[src/rtl/rmii_rx_framer.sv]
// RMII receive framer: hunts preamble/SFD, assembles dibits into bytes, checks the CRC-32 FCS
// and reports length and errors with an end-of-frame strobe.
module rmii_rx_framer #(
  parameter int unsigned C_min_preamble = 4,
  parameter int unsigned C_max_len      = 1536
) (
  input  logic        clk,
  input  logic        resn,
  input  logic        rmii_crs_dv,
  input  logic [1:0]  rmii_rxd,
  output logic [7:0]  data,
  output logic        valid,
  output logic        sof,
  output logic        eof,
  output logic [10:0] len,
  output logic        crc_ok,
  output logic        err
);

  localparam logic [31:0] CrcPoly    = 32'hEDB8_8320;
  localparam logic [31:0] CrcInit    = 32'hFFFF_FFFF;
  localparam logic [31:0] CrcResidue = 32'hDEBB_20E3;
  localparam logic [10:0] MaxLen     = 11'(C_max_len);

  typedef enum logic [1:0] {StIdle, StPreamble, StData, StDrop} state_e;

  function automatic logic [31:0] crc_byte(input logic [31:0] crc, input logic [7:0] b);
    logic [31:0] c;
    c = crc ^ {24'h0, b};
    for (int i = 0; i < 8; i++) begin
      c = c[0] ? ((c >> 1) ^ CrcPoly) : (c >> 1);
    end
    return c;
  endfunction

  // Input synchroniser stages
  logic       s1_dv_q, s2_dv_q;
  logic [1:0] s1_rxd_q, s2_rxd_q;

  always_ff @(posedge clk or negedge resn) begin
    if (!resn) begin
      s1_dv_q  <= 1'b0;
      s1_rxd_q <= 2'b00;
      s2_dv_q  <= 1'b0;
      s2_rxd_q <= 2'b00;
    end else begin
      s1_dv_q  <= rmii_crs_dv;
      s1_rxd_q <= rmii_rxd;
      s2_dv_q  <= s1_dv_q;
      s2_rxd_q <= s1_rxd_q;
    end
  end

  logic carrier_end;
  assign carrier_end = !s2_dv_q && !s1_dv_q;

  // Framing stage
  state_e      state_q, state_d;
  logic [3:0]  pre_cnt_q, pre_cnt_d;
  logic [1:0]  phase_q, phase_d;
  logic [5:0]  sr_q, sr_d;
  logic [7:0]  byte_q, byte_d;
  logic        byte_vld_q, byte_vld_d;
  logic        end_q, end_d;
  logic        end_err_q, end_err_d;

  always_comb begin
    state_d    = state_q;
    pre_cnt_d  = pre_cnt_q;
    phase_d    = phase_q;
    sr_d       = sr_q;
    byte_d     = byte_q;
    byte_vld_d = 1'b0;
    end_d      = 1'b0;
    end_err_d  = 1'b0;
    unique case (state_q)
      StIdle: begin
        // Toggle tolerance only matters inside a frame; the idle dibit ahead of carrier is noise.
        if (s2_dv_q) begin
          if (s2_rxd_q == 2'b01) begin
            state_d   = StPreamble;
            pre_cnt_d = 4'd1;
          end else begin
            state_d = StDrop;
          end
        end
      end
      StPreamble: begin
        if (carrier_end) begin
          state_d = StIdle;
        end else if (s2_rxd_q == 2'b01) begin
          if (pre_cnt_q != 4'd15) pre_cnt_d = pre_cnt_q + 4'd1;
        end else if (s2_rxd_q == 2'b11 && 32'(pre_cnt_q) >= C_min_preamble) begin
          state_d = StData;
          phase_d = 2'd0;
          sr_d    = 6'd0;
        end else begin
          state_d = StDrop;
        end
      end
      StData: begin
        if (carrier_end) begin
          state_d   = StIdle;
          end_d     = 1'b1;
          end_err_d = (phase_q != 2'd0);
          phase_d   = 2'd0;
        end else begin
          phase_d = phase_q + 2'd1;
          unique case (phase_q)
            2'd0: sr_d[1:0] = s2_rxd_q;
            2'd1: sr_d[3:2] = s2_rxd_q;
            2'd2: sr_d[5:4] = s2_rxd_q;
            2'd3: begin
              byte_d     = {s2_rxd_q, sr_q};
              byte_vld_d = 1'b1;
            end
          endcase
        end
      end
      StDrop: begin
        if (carrier_end) state_d = StIdle;
      end
      default: state_d = StIdle;
    endcase
  end

  always_ff @(posedge clk or negedge resn) begin
    if (!resn) begin
      state_q    <= StIdle;
      pre_cnt_q  <= 4'd0;
      phase_q    <= 2'd0;
      sr_q       <= 6'd0;
      byte_q     <= 8'd0;
      byte_vld_q <= 1'b0;
      end_q      <= 1'b0;
      end_err_q  <= 1'b0;
    end else begin
      state_q    <= state_d;
      pre_cnt_q  <= pre_cnt_d;
      phase_q    <= phase_d;
      sr_q       <= sr_d;
      byte_q     <= byte_d;
      byte_vld_q <= byte_vld_d;
      end_q      <= end_d;
      end_err_q  <= end_err_d;
    end
  end

  // Output stage: byte strobes, CRC accumulation, end-of-frame status
  logic [7:0]  data_q, data_d;
  logic        valid_q, valid_d, sof_q, sof_d, eof_q, eof_d;
  logic [10:0] len_q, len_d, cnt_q, cnt_d;
  logic        crc_ok_q, crc_ok_d, err_q, err_d;
  logic [31:0] crc_q, crc_d;
  logic        ovf_q, ovf_d, first_q, first_d;
  logic        frame_err;

  assign frame_err = end_err_q | ovf_q;

  always_comb begin
    data_d   = data_q;
    valid_d  = 1'b0;
    sof_d    = 1'b0;
    eof_d    = 1'b0;
    len_d    = len_q;
    crc_ok_d = crc_ok_q;
    err_d    = err_q;
    crc_d    = crc_q;
    cnt_d    = cnt_q;
    ovf_d    = ovf_q;
    first_d  = first_q;
    if (byte_vld_q) begin
      if (cnt_q < MaxLen) begin
        data_d  = byte_q;
        valid_d = 1'b1;
        sof_d   = first_q;
        first_d = 1'b0;
        cnt_d   = cnt_q + 11'd1;
        crc_d   = crc_byte(crc_q, byte_q);
      end else begin
        ovf_d = 1'b1;
      end
    end
    if (end_q) begin
      eof_d    = 1'b1;
      len_d    = cnt_q;
      err_d    = frame_err;
      crc_ok_d = (crc_q == CrcResidue) && !frame_err;
      crc_d    = CrcInit;
      cnt_d    = 11'd0;
      ovf_d    = 1'b0;
      first_d  = 1'b1;
    end
  end

  always_ff @(posedge clk or negedge resn) begin
    if (!resn) begin
      data_q   <= 8'd0;
      valid_q  <= 1'b0;
      sof_q    <= 1'b0;
      eof_q    <= 1'b0;
      len_q    <= 11'd0;
      crc_ok_q <= 1'b0;
      err_q    <= 1'b0;
      crc_q    <= CrcInit;
      cnt_q    <= 11'd0;
      ovf_q    <= 1'b0;
      first_q  <= 1'b1;
    end else begin
      data_q   <= data_d;
      valid_q  <= valid_d;
      sof_q    <= sof_d;
      eof_q    <= eof_d;
      len_q    <= len_d;
      crc_ok_q <= crc_ok_d;
      err_q    <= err_d;
      crc_q    <= crc_d;
      cnt_q    <= cnt_d;
      ovf_q    <= ovf_d;
      first_q  <= first_d;
    end
  end

  assign data   = data_q;
  assign valid  = valid_q;
  assign sof    = sof_q;
  assign eof    = eof_q;
  assign len    = len_q;
  assign crc_ok = crc_ok_q;
  assign err    = err_q;

endmodule

[config.mk]
export PLATFORM = sky130hd
export DESIGN_NAME = rmii_rx_framer
export DESIGN_NICKNAME = d
export VERILOG_FILES = /design/src/rtl/rmii_rx_framer.sv
export SDC_FILE = /design/constraint.sdc
export NUM_CORES = 1
export LEC_CHECK = 0
export CORE_MARGIN = 1
export CORE_UTILIZATION = 35
export CTS_CLUSTER_DIAMETER = 200
export DETAILED_ROUTE_END_ITERATION = 10
export PLACE_DENSITY_LB_ADDON = 0.3
export SLEW_MARGIN = 20
export SYNTH_ARGS = -nofsm -noshare
export SYNTH_HDL_FRONTEND = slang
export SYNTH_SLANG_ARGS = --single-unit
[constraint.sdc]
create_clock -name clk -period 2.5 [get_ports clk]
set_clock_uncertainty 0.1 [all_clocks]
set_input_delay 0.25 -clock clk [delete_from_list [all_inputs] [get_ports clk]]
set_output_delay 0.25 -clock clk [all_outputs]
set_load 0.01 [all_outputs]
==> impl_metrics.yaml, run 1 <==
floorplanning:
  core_region_area_sq_um: 13400
  start_util_pct: 36.22
  die_area_sq_um: 14340
  die_height_microns: 119.8
  io_pins: 29
  num_rows: 42
  die_x_microns: 119.8
critical_path:
  r2r_start: "crc_q[1]"
  cp-startpoint: "crc_q[1]"
  reg2reg_to: "crc_q[21]"
  start_kind: "register"
  crit_required_ns: 2.67
  crit_arrival_ns: 2.28
  end_kind: "register"
  reg2reg_slack_ns: 0.39
  cp_max_fo: 4
  worstSetupPathType: "reg2reg"
  critPathCapture: "crc_q[21]"
  r2r_cells: 5
synthesis:
  syn_area_per_cell_sq_um: 11.26
  ys_types: 43
  synth_cells: 431
  ys_seq_area_share_pct: 52.41
  yosysTopAreaCell: "dfrtp_1"
  synth_area_sq_um: 4853
  yosys-top-cells-area: "dfrtp_1, dfstp_2, xnor2_1"
  netlist.area_leader.share_pct: 34.54
  ys_seq_elements: 100
  syn_nets: 442
  yosysWarningCount: 0
run_status:
  status: "finished clean"
finish:
  regArea_sq_um: 2544
  nFillCells: 1248
  final_layout_size_suffix_gt1_share_pct: 19.87
  multi_input_area_sq_um: 2226
  n_antenna_cell: 0
  fin_nets: 474
  area_growth_pct: 17.14
  finalCoreUtilization_pct: 42.43
  fin_cells: 644
route:
  routed_wl_mm: 9.785
  vias: 3185
  vias_per_cell: 4.946
  first_iter_violations: 202
  ant_nets: 0
  firstDrtPassIters: 4
  drc: 0
  post_drt_wl_per_cell_microns: 15.19
place:
  place_inst: 627
  gp_congestion: 0.8458
  dpl.hpwl_mm: 6.951
  port_buffers: 28
timing:
  worstMarginPinSlew_ns: 0.6697
  drv_slew: 0
  tns_ns: 0
  final_hold_viol_count: 0
  max_slew_margin_pct: 55.35
  min_period_ns: 2.111
  whs_ns: 0.2288
  grt_setup_unrepaired: "no"
  fmax_mhz: 473.8
  post-route-period-util_pct: 84.43
  finalSetupViolCount: 0
grt:
  grt_pass1_wl_mm: 16.51
  grt_pass1_vias: 3176
  grt_start_max_net_pins: 73
  antenna_found_initial: 0
  overflow: 0
  grt_usage_pct: 14.85
power_and_ir_drop:
  power_density_nw_per_um2: 1677
  p_leak_nw: 2.488
  vdd.ir_drop.worst_uv: 710.2
clock_tree:
  cts.repair.resized: 0
  cts-root-buf: "clkbuf_16"
  cts_sinks: 100
  clkLatencyLatePin_ns: 0.35
  clockBufferDepth: 2
  cts_tree: "yes"
  htreeDepth: 3
  clk_pin_slew_ns: 0.07
  cts_buffers: 9
flow_run:
  drv_cap: 0
hold_path:
  hold_path_class: "in2async"
-- layout make-up --
class / instances / area share (%)
clock buffers: 13 / 4.577
clock inverters: 3 / 0.7923
inverters: 6 / 0.3961
multi-input cells: 308 / 39.15
flip-flops and latches: 100 / 44.74
well taps: 176 / 3.873
repair buffers: 38 / 6.470
-- per-layer routing --
| layer | global-route usage, % | vias up | part of all wire (%) |
|---|---|---|---|
| met4 | 5.859 | 0 | 1.6 |
| met2 | 23.59 | 52 | 48 |
| met1 | 20.33 | 1584 | 48 |
| li1 | - | 1540 | - |
| met3 | 2.329 | 9 | 3.3 |
| met5 | 0 | - | 0 |
-- cell usage in the layout (no fill, tap or decap), types with 2 or more instances in the layout --
master,count
o21ai_1,2
xnor2_4,2
and3_1,5
clkdlybuf4s50_1,27
nand3_1,7
nor4b_1,3
ha_1,6
nor4_1,3
dfrtp_1,67
a32o_1,4
o21a_1,2
nor2b_1,2
nand2_1,70
or3_1,3
a211oi_1,2
xor2_1,22
o211ai_1,27
xnor2_2,10
xnor2_1,40
nor3_1,4
clkbuf_8,2
dfstp_2,33
clkbuf_1,2
xnor3_2,2
mux2i_1,3
nor4bb_1,2
buf_4,9
clkinvlp_4,2
mux2_2,19
nand2b_1,4
a21oi_1,9
nand4_1,6
inv_1,5
and2_1,4
clkbuf_16,9
o21ai_0,16
nor2_1,19
-- sequential cells by signal, indices dropped and copies added (netlist names), 2 cells and up --
signal / cells
sr_q: 6
s2_rxd_q: 2
s1_rxd_q: 2
crc_q: 32
len: 11
cnt_q: 11
byte_q: 8
phase_q: 2
pre_cnt_q: 4
data: 8
state_q: 2
-- how the worst min path moves through the flow --
stage                     slack (ns)     endpoint  cells past startpoint
final                           0.23      data[2]                      2
after detailed placement        0.03          sof                      1
after global placement          0.03          sof                      1
after floorplan                -0.15    byte_q[0]                      0
after global routing            0.23  s1_rxd_q[0]                      1
after CTS                       0.22      data[5]                      2
-- where the power goes --
group / leakage (nW) / internal (W) / switching (W)
combinational: 1.11 / 0.00264 / 0.00268
clock: 0.142 / 0.000831 / 0.000587
sequential: 1.23 / 0.00229 / 0.000509
total: 2.49 / 0.00576 / 0.00377
-- kinds of logic (layout without fill, tap and decap cells) --
| family | after synthesis | in the layout | synth area share (%) |
|---|---|---|---|
| AOI/OAI and AO/OA | 68 | 68 | 9.410 |
| muxes | 22 | 22 | 5.027 |
| and+or+nand+nor | 135 | 135 | 12.84 |
| DFF | 100 | 100 | 52.41 |
| xor gates and xnor gates | 77 | 77 | 16.99 |
| adders and majority gates | 6 | 6 | 1.547 |
| buffers and inverters | 23 | 60 | 1.779 |
-- synth_stat cells, drive strengths merged --
cell     instances
and4             1
nand2           71
nor4b            3
xnor3            2
a211oi           2
o311ai           1
a32o             4
mux2i            3
nand4            6
inv              5
o21a             2
nand2b           4
clkbuf          15
nor4             3
a31oi            1
mux2            19
nor2b            2
or3              3
ha               6
o21ai           18
nor2            19
xor2            23
dfrtp           67
a211o            1
or2              1
nor3             4
clkinv           1
nand3            7
nor4bb           2
buf              2
o31ai            1
and3             5
xnor2           52
a221oi           1
o211ai          27
and2             4
dfstp           33
a21oi            9
o2bb2ai          1
-- critical path, stage by stage, from the launching register on --
cell	delay (ns)
dfstp_2	0.57
xor2_1	0.33
xnor2_2	0.22
xnor3_2	0.51
xor2_1	0.15
o21ai_1	0.14
-- what timing repair did --
action | in CTS | in global routing
endpoints found under the hold margin | 50 | 0
buffers inserted | 0 | 0
endpoints found under the setup margin | 0 | 0
hold buffers | 1 | 0
-- through the flow --
| step | setup slack (ns) | total power, W | instance area (sq um) |
|---|---|---|---|
| 2_1_floorplan | 0.5422 | 0.006895 | 4853 |
| 3_3_place_gp | 0.4782 | 0.008138 | 5370 |
| 3_5_place_dp | 0.3760 | 0.008129 | 5370 |
| 4_1_cts | 0.3601 | 0.009608 | 5685 |
| 5_1_grt | 0.2708 | 0.01019 | 5685 |
| 6_report | 0.3893 | 0.009533 | 5685 |
Power figures use the tool's default switching activity.
==> inputs of run 2 (changes only) <==
- clock period: 2.5 -> 1.72 ns (I/O delays scaled with it)
==> impl_metrics.yaml, run 2 (same netlist as run 1, synthesis figures left out) <==
hold_path:
  hold_path_class: "in2reg"
  whs_path_depth: 1
critical_path:
  critPathMaxStageDelay_ns: 0.64
  r2r_start: "crc_q[1]"
  reg2reg_to: "crc_q[19]"
  end_kind: "register"
  crit_top_cell: "xnor2_4"
  crit_required_ns: 1.90
  r2r_cells: 6
  slowest_stage: "dfstp_2"
  reg2reg_slack_ns: -0.16
  start_kind: "register"
  crit_arrival_ns: 2.05
  cp-startpoint: "crc_q[1]"
  worstSetupPathType: "reg2reg"
  critPathCapture: "crc_q[19]"
  cp_cell_sequence: "xnor2_4, xnor2_4, buf_4, xnor3_2, xor2_1, o21ai_1"
  cp_max_fo: 4
floorplanning:
  start_util_pct: 36.22
  die_height_microns: 119.8
  num_rows: 42
  die_x_microns: 119.8
  core_region_area_sq_um: 13400
  io_pins: 29
  die_area_sq_um: 14340
finish:
  layout_common_cells: "nand2_1, dfrtp_1, buf_4"
  regMostFlops: "crc_q"
  area_growth_pct: 35.81
  final_layout_size_suffix_gt1_share_pct: 34.66
  final_common_cell: "nand2_1"
  finalCoreUtilization_pct: 49.19
  fin_nets: 534
  n_antenna_cell: 0
  largest_reg_flops: 32
grt:
  grt_pass1_vias: 3548
  overflow: 0
  grt_pass1_wl_mm: 18.24
  grt_start_max_net_pins: 73
  antenna_found_initial: 0
  grt_usage_pct: 16.58
flow_run:
  drv_cap: 0
timing:
  fmax_mhz: 533.2
  drv_slew: 0
  min_period_ns: 1.876
  finalSetupViolCount: 15
  post-route-period-util_pct: 109.0
  grt_setup_unrepaired: "yes"
  tns_ns: -1.050
  worstMarginPinSlew_ns: 0.5727
  whs_ns: 0.1573
  final_hold_viol_count: 0
  worst_slack_ns: -0.1556
  max_slew_margin_pct: 61.28
run_status:
  violations: "setup timing"
  status: "complete, but fails checks"
clock_tree:
  clkLatencyLatePin_ns: 0.35
  cts_buffers: 9
  cts_sinks: 100
  cts-root-buf: "clkbuf_16"
  cts_tree: "yes"
  clockBufferDepth: 2
  htreeDepth: 3
  clk_pin_slew_ns: 0.06
route:
  first_iter_violations: 158
  routed_wl_mm: 10.79
  vias_per_cell: 4.858
  post_drt_wl_per_cell_microns: 15.33
  vias: 3420
  ant_nets: 0
  firstDrtPassIters: 4
  drc: 0
place:
  port_buffers: 28
  dpl.hpwl_mm: 7.612
  gp_congestion: 0.8344
run 2: final cells by class:
type                       instances  area (sq um)
tap                              176         220.2
multi-input combinational        308          2620
sequential                       100          2545
clock buffer                      12         246.5
inverter                           6         22.52
fill                            1165          6809
clock inverter                     4         26.28
timing repair buffer              98         910.9
run 2: through the flow:
stage	worst slack (ns)	instances	cell area, sq um
after floorplan	-0.1320	431	4947
after global placement	-0.1072	674	5829
after detailed placement	-0.1615	674	5829
after CTS	-0.1481	699	6324
after global routing	-0.2020	704	6591
final	-0.1556	704	6591
run 2: how the worst min path moves through the flow:
| stage | end | from | slack, ns |
|---|---|---|---|
| final | s1_rxd_q[1] | rmii_rxd[1] | 0.16 |
| after global placement | byte_q[1] | resn | 0.06 |
| after global routing | s1_rxd_q[1] | rmii_rxd[1] | 0.15 |
| after detailed placement | byte_q[1] | resn | 0.07 |
| after CTS | s1_rxd_q[1] | rmii_rxd[1] | 0.14 |
| after floorplan | byte_q[0] | resn | -0.22 |
run 2: per-layer routing:
metal	vias up	routed length, microns	GRT usage, %
met2	49	5243	26.01
met1	1693	4975	22.49
met3	19	327	3.422
met5	-	0	0
li1	1659	-	-
met4	0	246	6.484
run 2: what timing repair did:
action                     4_1_cts  5_1_grt
buffers inserted                 8        6
pin swaps                        9       16
gates resized for setup         21       37
hold endpoints to repair         7        0
hold buffers                     1        0
setup endpoints to repair       18       35
run 2: critical path, delay by kind of cell, from the launching register on:
| kind | cells | cell delay, ns |
|---|---|---|
| AO/OA/AOI/OAI | 1 | 0.12 |
| XOR/XNOR | 4 | 0.81 |
| buffers and inverters | 1 | 0.15 |
| flip-flops | 1 | 0.64 |
Power of run 2 is left out: the tool's default activity adds up to more than one toggle a clock period on the data nets, which glitch-free logic cannot reach.
